===== config.mk =====
export PLATFORM = sky130hd
export DESIGN_NAME = uart_tx_seq
export DESIGN_NICKNAME = d
export VERILOG_FILES = /design/src/rtl/uart_tx_seq.sv
export SDC_FILE = /design/constraint.sdc
export NUM_CORES = 1
export LEC_CHECK = 0
export BUFFER_PORTS_ARGS = -buffer_cell sky130_fd_sc_hd__clkbuf_2
export CORE_MARGIN = 10
export CORE_UTILIZATION = 54
export CTS_CLUSTER_SIZE = 25
export DETAILED_ROUTE_END_ITERATION = 10
export GPL_ROUTABILITY_DRIVEN = 0
export GPL_TIMING_DRIVEN = 0
export PLACE_DENSITY = 0.77
export SLEW_MARGIN = 25
export SYNTH_ARGS = -nofsm -noshare
export SYNTH_HDL_FRONTEND = slang
export SYNTH_SLANG_ARGS = --single-unit

===== constraint.sdc =====
create_clock -name CLOCK -period 1.9 [get_ports CLOCK]
set_input_delay 0.095 -clock CLOCK [delete_from_list [all_inputs] [get_ports CLOCK]]
set_output_delay 0.095 -clock CLOCK [all_outputs]
set_load 0.02 [all_outputs]

===== src/rtl/uart_tx_seq.sv =====
// uart_tx_seq: UART frame transmitter (start, LSB-first data, optional parity, stop bits) paced by an external baud tick.
module uart_tx_seq #(
   parameter int DATA_BITS = 8,
   parameter int PARITY    = 0,
   parameter int STOP_BITS = 1
) (
   input  logic                 CLOCK,
   input  logic                 RST,
   input  logic [DATA_BITS-1:0] TX_DATA,
   input  logic                 TX_VALID,
   output logic                 TX_READY,
   output logic                 BPS_EN,
   input  logic                 BPS_TICK,
   output logic                 TXD,
   output logic                 TX_BUSY,
   output logic                 TX_DONE
);
   localparam int CW = $clog2(DATA_BITS + 1);
   localparam logic [CW-1:0] LAST_DATA = CW'(DATA_BITS - 1);
   localparam logic [CW-1:0] LAST_STOP = CW'(STOP_BITS - 1);
   typedef enum logic [2:0] {IDLE, START, DATA, PAR, STOP} state_t;
   state_t state, state_nxt;
   logic [DATA_BITS-1:0] shift_q, shift_nxt;
   logic [CW-1:0] cnt_q, cnt_nxt;
   logic par_q, par_nxt, txd_q, txd_nxt, done_q, done_nxt;
   always_ff @(posedge CLOCK) begin
      if (RST) begin
         state   <= IDLE;
         shift_q <= '0;
         cnt_q   <= '0;
         par_q   <= 1'b0;
         txd_q   <= 1'b1;
         done_q  <= 1'b0;
      end else begin
         state   <= state_nxt;
         shift_q <= shift_nxt;
         cnt_q   <= cnt_nxt;
         par_q   <= par_nxt;
         txd_q   <= txd_nxt;
         done_q  <= done_nxt;
      end
   end
   // TXD is registered from the next-state decode, so each level appears the cycle after its tick
   always_comb begin
      state_nxt = state;
      shift_nxt = shift_q;
      cnt_nxt   = cnt_q;
      par_nxt   = par_q;
      txd_nxt   = txd_q;
      done_nxt  = 1'b0;
      case (state)
         IDLE: begin
            txd_nxt = 1'b1;
            if (TX_VALID) begin
               state_nxt = START;
               shift_nxt = TX_DATA;
               par_nxt   = (PARITY == 1) ? ~^TX_DATA : ^TX_DATA;
               txd_nxt   = 1'b0;
            end
         end
         START: if (BPS_TICK) begin
            state_nxt = DATA;
            cnt_nxt   = '0;
            txd_nxt   = shift_q[0];
            shift_nxt = shift_q >> 1;
         end
         DATA: if (BPS_TICK) begin
            if (cnt_q == LAST_DATA) begin
               cnt_nxt   = '0;
               state_nxt = (PARITY != 0) ? PAR : STOP;
               txd_nxt   = (PARITY != 0) ? par_q : 1'b1;
            end else begin
               cnt_nxt   = cnt_q + 1'b1;
               txd_nxt   = shift_q[0];
               shift_nxt = shift_q >> 1;
            end
         end
         PAR: if (BPS_TICK) begin
            state_nxt = STOP;
            cnt_nxt   = '0;
            txd_nxt   = 1'b1;
         end
         STOP: if (BPS_TICK) begin
            if (cnt_q == LAST_STOP) begin
               state_nxt = IDLE;
               done_nxt  = 1'b1;
            end else begin
               cnt_nxt = cnt_q + 1'b1;
            end
            txd_nxt = 1'b1;
         end
         default: begin
            state_nxt = IDLE;
            txd_nxt   = 1'b1;
         end
      endcase
   end
   assign TX_READY = (state == IDLE);
   assign BPS_EN   = (state != IDLE);
   assign TX_BUSY  = (state != IDLE);
   assign TX_DONE  = done_q;
   assign TXD      = txd_q;
endmodule


# Word level (Yosys, flattened, before mapping)
# Cells that the tools add are included.
# totals
out_inout_bits	5
inputBits	12
regBits	17
elab_cells	62
# classes
reduce_logical	12
n_bitwise	2
n_addsub	1
mux	26
eq_ne	16
# op_table
operator	n
8-bit two-way mux	4
8-bit case mux with 3 select lines	1
3-bit two-way mux	7
4-bit two-way mux	5
2-bit != test (second input constant)	9
3-bit case mux with 5 select lines	1
4-bit case mux with 3 select lines	1
5-bit AND reduction	2
3-bit nonzero test	3
7-bit AND reduction	1
3-bit by 2-bit equality test with 1-bit output (second input constant)	2
1-bit two-way mux	6
4-bit by 1-bit adder with 4-bit output (second input constant)	1
4-bit by 3-bit equality test with 1-bit output (second input constant)	1
4-bit logical NOT	1
2-bit by 1-bit != test with 1-bit output (second input constant)	2
1-bit case mux with 4 select lines	1
2-bit OR reduction	2
3-bit by 1-bit equality test with 1-bit output (second input constant)	1
3-bit equality test (second input constant)	1
3-bit logical NOT	1
3-bit AND reduction	1
3-bit OR reduction	1
1-bit NOT	2

# Logic depth before layout (Yosys ltp)
# Gate-level depths: netlist of the first run.
# logic_depth
word_depth	4
depth_mapped	7
mapped_depth_nobuf	6

# Least setup slack after synthesis of the first run
# No wires, ideal clock.
# synth_timing
path_kind	register to register
from	reg state[2]
to	reg txd_q, in the netlist TXD
path_slack_ns	0.118
period_less_slack_ns	1.782
t_required_ns	1.826
arrival_ns	1.708
n_path_buf	1
path_stages_with_launch	7
setup_ns	0.074
path_cell_list	dfxtp_1 -> buf_2 -> nor3_1 -> inv_1 -> nand2_1 -> nor4_1 -> a31oi_1
# synth_via
elab_cells_between_ends	11
classes_between	eq/ne (7); mux (1); reduce/logical (3)
# synth_lines
item	line	source
start: declaration	22	state_t state, state_nxt;
start signal: assignment	35	state <= state_nxt;
3-bit logical NOT	--	
net TX_READY	11	output logic TX_READY,
1-bit case mux with 4 select lines	51	case (state)
end signal: assignment	39	txd_q <= txd_nxt;
end: declaration	25	logic par_q, par_nxt, txd_q, txd_nxt, done_q, done_nxt;
# The timed path passes the listed nets, and every way through them passes these cells.
# A chain may end at the register's enable or synchronous reset.

# Worst setup path in the final report of the first run
# layout_timing
from	reg cnt_q[0]
to	reg shift_q[1]
# layout_via
elab_chain_cells	3
# layout_lines
item	line	source
start: declaration	24	logic [CW-1:0] cnt_q, cnt_nxt;
start signal: assignment	37	cnt_q <= cnt_nxt;
4-bit by 3-bit equality test with 1-bit output	68	if (cnt_q == LAST_DATA) begin
2-bit != test (no source line)	--	
5-bit AND reduction (no source line)	--	
end signal: assignment	36	shift_q <= shift_nxt;
end: declaration	23	logic [DATA_BITS-1:0] shift_q, shift_nxt;
# No other way between the ends.

==> metrics.cfg, run 1 <==
[status]
status=finished clean

[finish]
drive_gt1_share_pct=24.4
num_antenna_cells=0
fin_util_pct=65.4
final_nets=146
layout_common_cells=17 x dfxtp_1, 15 x clkbuf_2, 10 x a21oi_1
finalNonFillerCells=156
synthToLayoutAreaGrowth_pct=13.8
final_common_cell=dfxtp_1
fill_cells=165

[timing]
relSlewSlack_pct=67.4
fmax_ghz=0.577
report.final.slew_viol_count=0
setup_viol=0
fin_crit_sh_pct=91.2
fin_hold_ws_ns=0.0836
skew_ns=0.00214
tightest_slew_ns=0.485
rsz0062_at_grt=false
tns_ns=0
hold_viol_final=0
min_period_ns=1.73

[floorplan]
die-area_mm2=0.00398
row_count=15
io_pins=17
fp.dieW_um=63.1
die_h_um=63.1
core_area_mm2=0.00175
start_util_pct=57.5

[cts]
clock_latency_ns=0.28
cts_root_buf=clkbuf_4
clock_sinks=17
cts_hold_buf=0
clk_path_buf_depth=2
numCtsBuffers=3
clk_pin_slew_worst_paths_ns=0.10
tritoncts=yes
cts_htree_levels=1

[synthesis]
netlist_area_mm2=0.00100
syn-num-nets=126
synth-seq-cells=17
synthFlopType=dfxtp_1
yosysUniqueCellTypes=41
synth_top_area_share_pct=33.9
yosysWarnings=0
avgSynthCellArea_um2=8.96
synth.area.top_cells=dfxtp_1 34%, mux2i_1 8.0%, o31ai_1 6.7%
synth_edf_count=0
async_flop_share_pct=0
seq_area_frac_synth_pct=33.9
syn_inst=112
synth.largest_area_cell=dfxtp_1

[setup_path]
critPathCaptureType=register
critPathKind=register to register
crit_slowest_cell=nor4_4
worstPathMaxFanout=9
cpPeakStageDelay_ns=0.38
cp-start-kind=register
cp.arrival_ns=1.91
required_ns=2.08
crit_chain=ha_1, and3b_1, nor4_4, or2_1, buf_2, a21oi_1

[drt]
via_per_inst=5.64
drc=0
routed_wl_um=2120
drt-pass1-iter-count=4
wl_per_cell_um=13.6
ant_nets=0
vias=880
drt-initial-drc-count=11

[run]
drv_cap=0

[power_and_ir_drop]
power_switching_mw=0.249
p_comb_share_pct=26.4
total_power_mw=0.805
power.leakage_nw=0.450
sw_frac_of_total_pct=31.0
intPower_mw=0.556
ir_worst_vdd_mv=0.527
pwr-share-seq_pct=50.0
power_frac_clock_pct=23.6
power.density_mw_per_mm2=704

[global_routing]
grt_max_degree=11
grt.total_usage_pct=11.0
first_global_vias=898
grt_overflow=0
antenna_found_initial=0
grt_pass1_wl_um=3730

[place]
io_buffers=15
hpwl_um=1660
dp.cells=152

[min_path]
hp-class=primary input to register

## timing repair
item / CTS / global route
buffers inserted: 0 / 0
endpoints found under the setup margin: 0 / 8
resized for setup: 0 / 1
## worst paths after layout
path / to / startpoint / slack, ns / cells after the start
max reg2reg: shift_q[1] / cnt_q[0] / 0.17 / 6
min reg2reg: cnt_q[1] / cnt_q[1] / 0.53 / 2
max: shift_q[1] / cnt_q[0] / 0.17 / 6
min: shift_q[7] / TX_DATA[7] / 0.08 / 3
## per-stage QoR
step / instance area [um2] / setup slack [ns]
2_1_floorplan: 1000 / 0.118
3_3_place_gp: 1110 / 0.110
3_5_place_dp: 1110 / 0.0871
4_1_cts: 1140 / 0.0708
5_1_grt: 1140 / 0.0277
6_report: 1140 / 0.168
## Yosys cell counts (all sizes together) (3+ instances only)
library cell	n
buf	7
dfxtp	17
a21oi	10
nand3	3
nand2	8
o31ai	9
inv	7
nor2	6
mux2i	8
## flip-flops by register name, summed over array words and instances (netlist names)
register,flops
state,3
TXD,1
cnt_q,4
shift_q,8
TX_DONE,1
## power groups by stage
stage	clock [mW]	combinational, mW	sequential [mW]
after floorplan	0	0.160	0.410
after global placement	0	0.206	0.410
after detailed placement	0	0.211	0.411
after CTS	0.198	0.213	0.403
after global routing	0.210	0.236	0.406
final	0.190	0.212	0.403
## cell type report
type                       count  area (um2)  area share [%]
buffer                         9        53.8            4.71
clock buffer                   3        22.5            1.97
clock inverter                 1        5.00           0.438
inverter                       7        26.3            2.30
multi-input combinational     79         588            51.5
sequential                    17         340            29.8
tap                           25        31.3            2.74
timing repair buffer          15        75.1            6.57
## cell families (layout without fill, tap and decap cells)
kind of cell | Yosys count | count (layout) | synth area share, %
AND/OR/NAND/NOR | 37 | 37 | 24.3
AO/OA/AOI/OAI | 31 | 31 | 22.4
flip-flops | 17 | 17 | 33.9
buffers and inverters | 16 | 35 | 7.98
multiplexers | 8 | 8 | 7.98
adder cells (fa/ha/maj) | 2 | 2 | 2.49
XOR/XNOR | 1 | 1 | 0.873
## routing by layer
layer  vias up  wire length (um)  share of wire, %  GRT usage, %
met5         -                 0                 0             0
met3         2               102               4.8          3.36
met1       406               895                42          10.9
met2        18              1110                52          21.3
li1        454                 -                 -             -
met4         0                15              0.71          2.79
## critical path, delay by kind of cell (launching register included)
family | cells | cell delay [ns]
AO/OA/AOI/OAI | 1 | 0.08
adder cells (fa/ha/maj) | 1 | 0.24
buffers and inverters | 1 | 0.16
flip-flops | 1 | 0.34
AND/OR/NAND/NOR | 3 | 0.81
No activity file was read; power rests on OpenSTA's default activity.
==> run 2: changes to the inputs <==
==> constraint.sdc (replaced) <==
create_clock -name CLOCK -period 1.9 [get_ports CLOCK]
set_input_delay 0.285 -clock CLOCK [delete_from_list [all_inputs] [get_ports CLOCK]]
set_output_delay 0.285 -clock CLOCK [all_outputs]
set_load 0.02 [all_outputs]
==> run 2 against run 1 <==
- sequential share of layout area down 0.29 points
- clock skew up 0.0014 ns
- critical endpoint is now TX_BUSY
- worst hold slack better by 0.16 ns
- total power up 1.4%
- routed wire length up 0.33%
- via count up 2.0%
- largest cell class unchanged
- global-route usage about the same
- non-clock buffer count unchanged
==> metrics.cfg, run 2 (same netlist as run 1, synthesis figures left out) <==
[setup_path]
worstPathMaxFanout=10
cp.arrival_ns=1.49
r2r_cells=6
r2r-start=cnt_q[0]
critPathCaptureType=output port
critPathKind=register to output port
cp-start-kind=register
required_ns=1.62
worstSetupEndpoint=TX_BUSY
reg2reg_slack_ns=0.16
r2r_end=shift_q[6]
startpoint=state[2]

[min_path]
hp-class=primary input to register

[drt]
vias=898
wl_met2_um=1080
ant_nets=0
top_layer=met4
wl_met1_um=942
drt-initial-drc-count=34
drc=0
via_per_inst=5.76
wl_met3_um=92
routed_wl_um=2130
drt-pass1-iter-count=4
wl_per_cell_um=13.7

[finish]
fill_cells=165
reg_top3=shift_q x8, cnt_q x4, state x3
layout_common_cells=17 x dfxtp_1, 15 x clkbuf_2, 10 x a21oi_1
drive_gt1_share_pct=25.2
synthToLayoutAreaGrowth_pct=15.0
final_common_cell=dfxtp_1
num_antenna_cells=0
top_register=shift_q
largest_reg_flops=8
final_nets=146

[timing]
tightest_slew_ns=0.488
tns_ns=0
min_period_ns=1.78
report.final.slew_viol_count=0
fmax_ghz=0.562
fin_crit_sh_pct=93.6
skew_ns=0.00352
relSlewSlack_pct=67.2
hold_viol_final=0
rsz0062_at_grt=false
setup_viol=0

[floorplan]
die_h_um=63.1
core_area_mm2=0.00175
die-area_mm2=0.00398
fp.dieW_um=63.1
start_util_pct=57.5
io_pins=17
row_count=15

[global_routing]
first_global_vias=859
grt_overflow=0
antenna_found_initial=0
grt_pass1_wl_um=3700
grt_max_degree=11
grt.total_usage_pct=11.0

[place]
hpwl_um=1650
io_buffers=15

[run]
drv_cap=0

[cts]
numCtsBuffers=3
clock_sinks=17
cts_hold_buf=0
cts_root_buf=clkbuf_4
clk_pin_slew_worst_paths_ns=0.10
clk_path_buf_depth=2
clock_latency_ns=0.29
tritoncts=yes
cts_htree_levels=1

[power_and_ir_drop]
total_power_mw=0.816
power.density_mw_per_mm2=708
power.leakage_nw=0.454
ir_worst_vdd_mv=0.502

[status]
status=finished clean

-- run 2: cell counts in the layout (fill, tap and decap cells not counted) --
Identical to the previous run, type by type.
-- run 2: power by group --
group | leakage [nW] | total, mW | internal [mW] | switching (mW)
Sequential | 0.140 | 0.404 | 0.386 | 0.0177
Combinational | 0.297 | 0.216 | 0.0942 | 0.121
Clock | 0.0177 | 0.197 | 0.0782 | 0.119
-- run 2: how the worst min path moves through the flow --
stage                          start          to  slack [ns]  cells after the start
after CTS                 TX_DATA[7]  shift_q[7]        0.24                      3
after floorplan             TX_VALID  shift_q[7]        0.44                      2
after global placement    shift_q[1]  shift_q[1]        0.52                      2
after global routing      TX_DATA[7]  shift_q[7]        0.27                      3
after detailed placement    cnt_q[1]    cnt_q[1]        0.52                      2
final                     TX_DATA[7]  shift_q[7]        0.25                      3
-- run 2: what timing repair did --
item                                    CTS  global route
endpoints found under the hold margin     0             0
gates resized for setup                   0             2
setup buffers                             0             0
endpoints found under the setup margin    0             9
-- run 2: stage by stage --
step / hold slack, ns / setup WS (ns) / utilization, % / area, um2 / cells
final: 0.245 / 0.121 / 66.1 / 1150 / 156
after global routing: 0.268 / 0.0150 / 66.1 / 1150 / 156
after CTS: 0.236 / 0.0623 / 65.4 / 1140 / 156
after detailed placement: 0.523 / 0.0902 / 63.9 / 1110 / 152
after global placement: 0.518 / 0.102 / 63.9 / 1110 / 152
after floorplan: 0.437 / 0.250 / - / 1010 / 112
-- run 2: layer usage --
layer	track usage [%]	vias up
met3	3.71	2
met1	12.1	422
met5	0	-
li1	-	456
met2	19.2	18
met4	3.35	0
-- run 2: critical path: stages (launching register included) --
cell and delay [ns]:
dfxtp_1 0.38, buf_2 0.22, nor3_4 0.22, inv_1 0.10, buf_4 0.13, clkbuf_2 0.15
-- run 2: layout make-up --
class / instances / area, um2 / share of cell area, %
multi-input combinational: 79 / 599 / 52.0
sequential: 17 / 340 / 29.5
timing repair buffer: 15 / 75.1 / 6.51
buffer: 9 / 53.8 / 4.66
tap: 25 / 31.3 / 2.71
inverter: 7 / 26.3 / 2.28
clock buffer: 3 / 22.5 / 1.95
clock inverter: 1 / 5.00 / 0.434
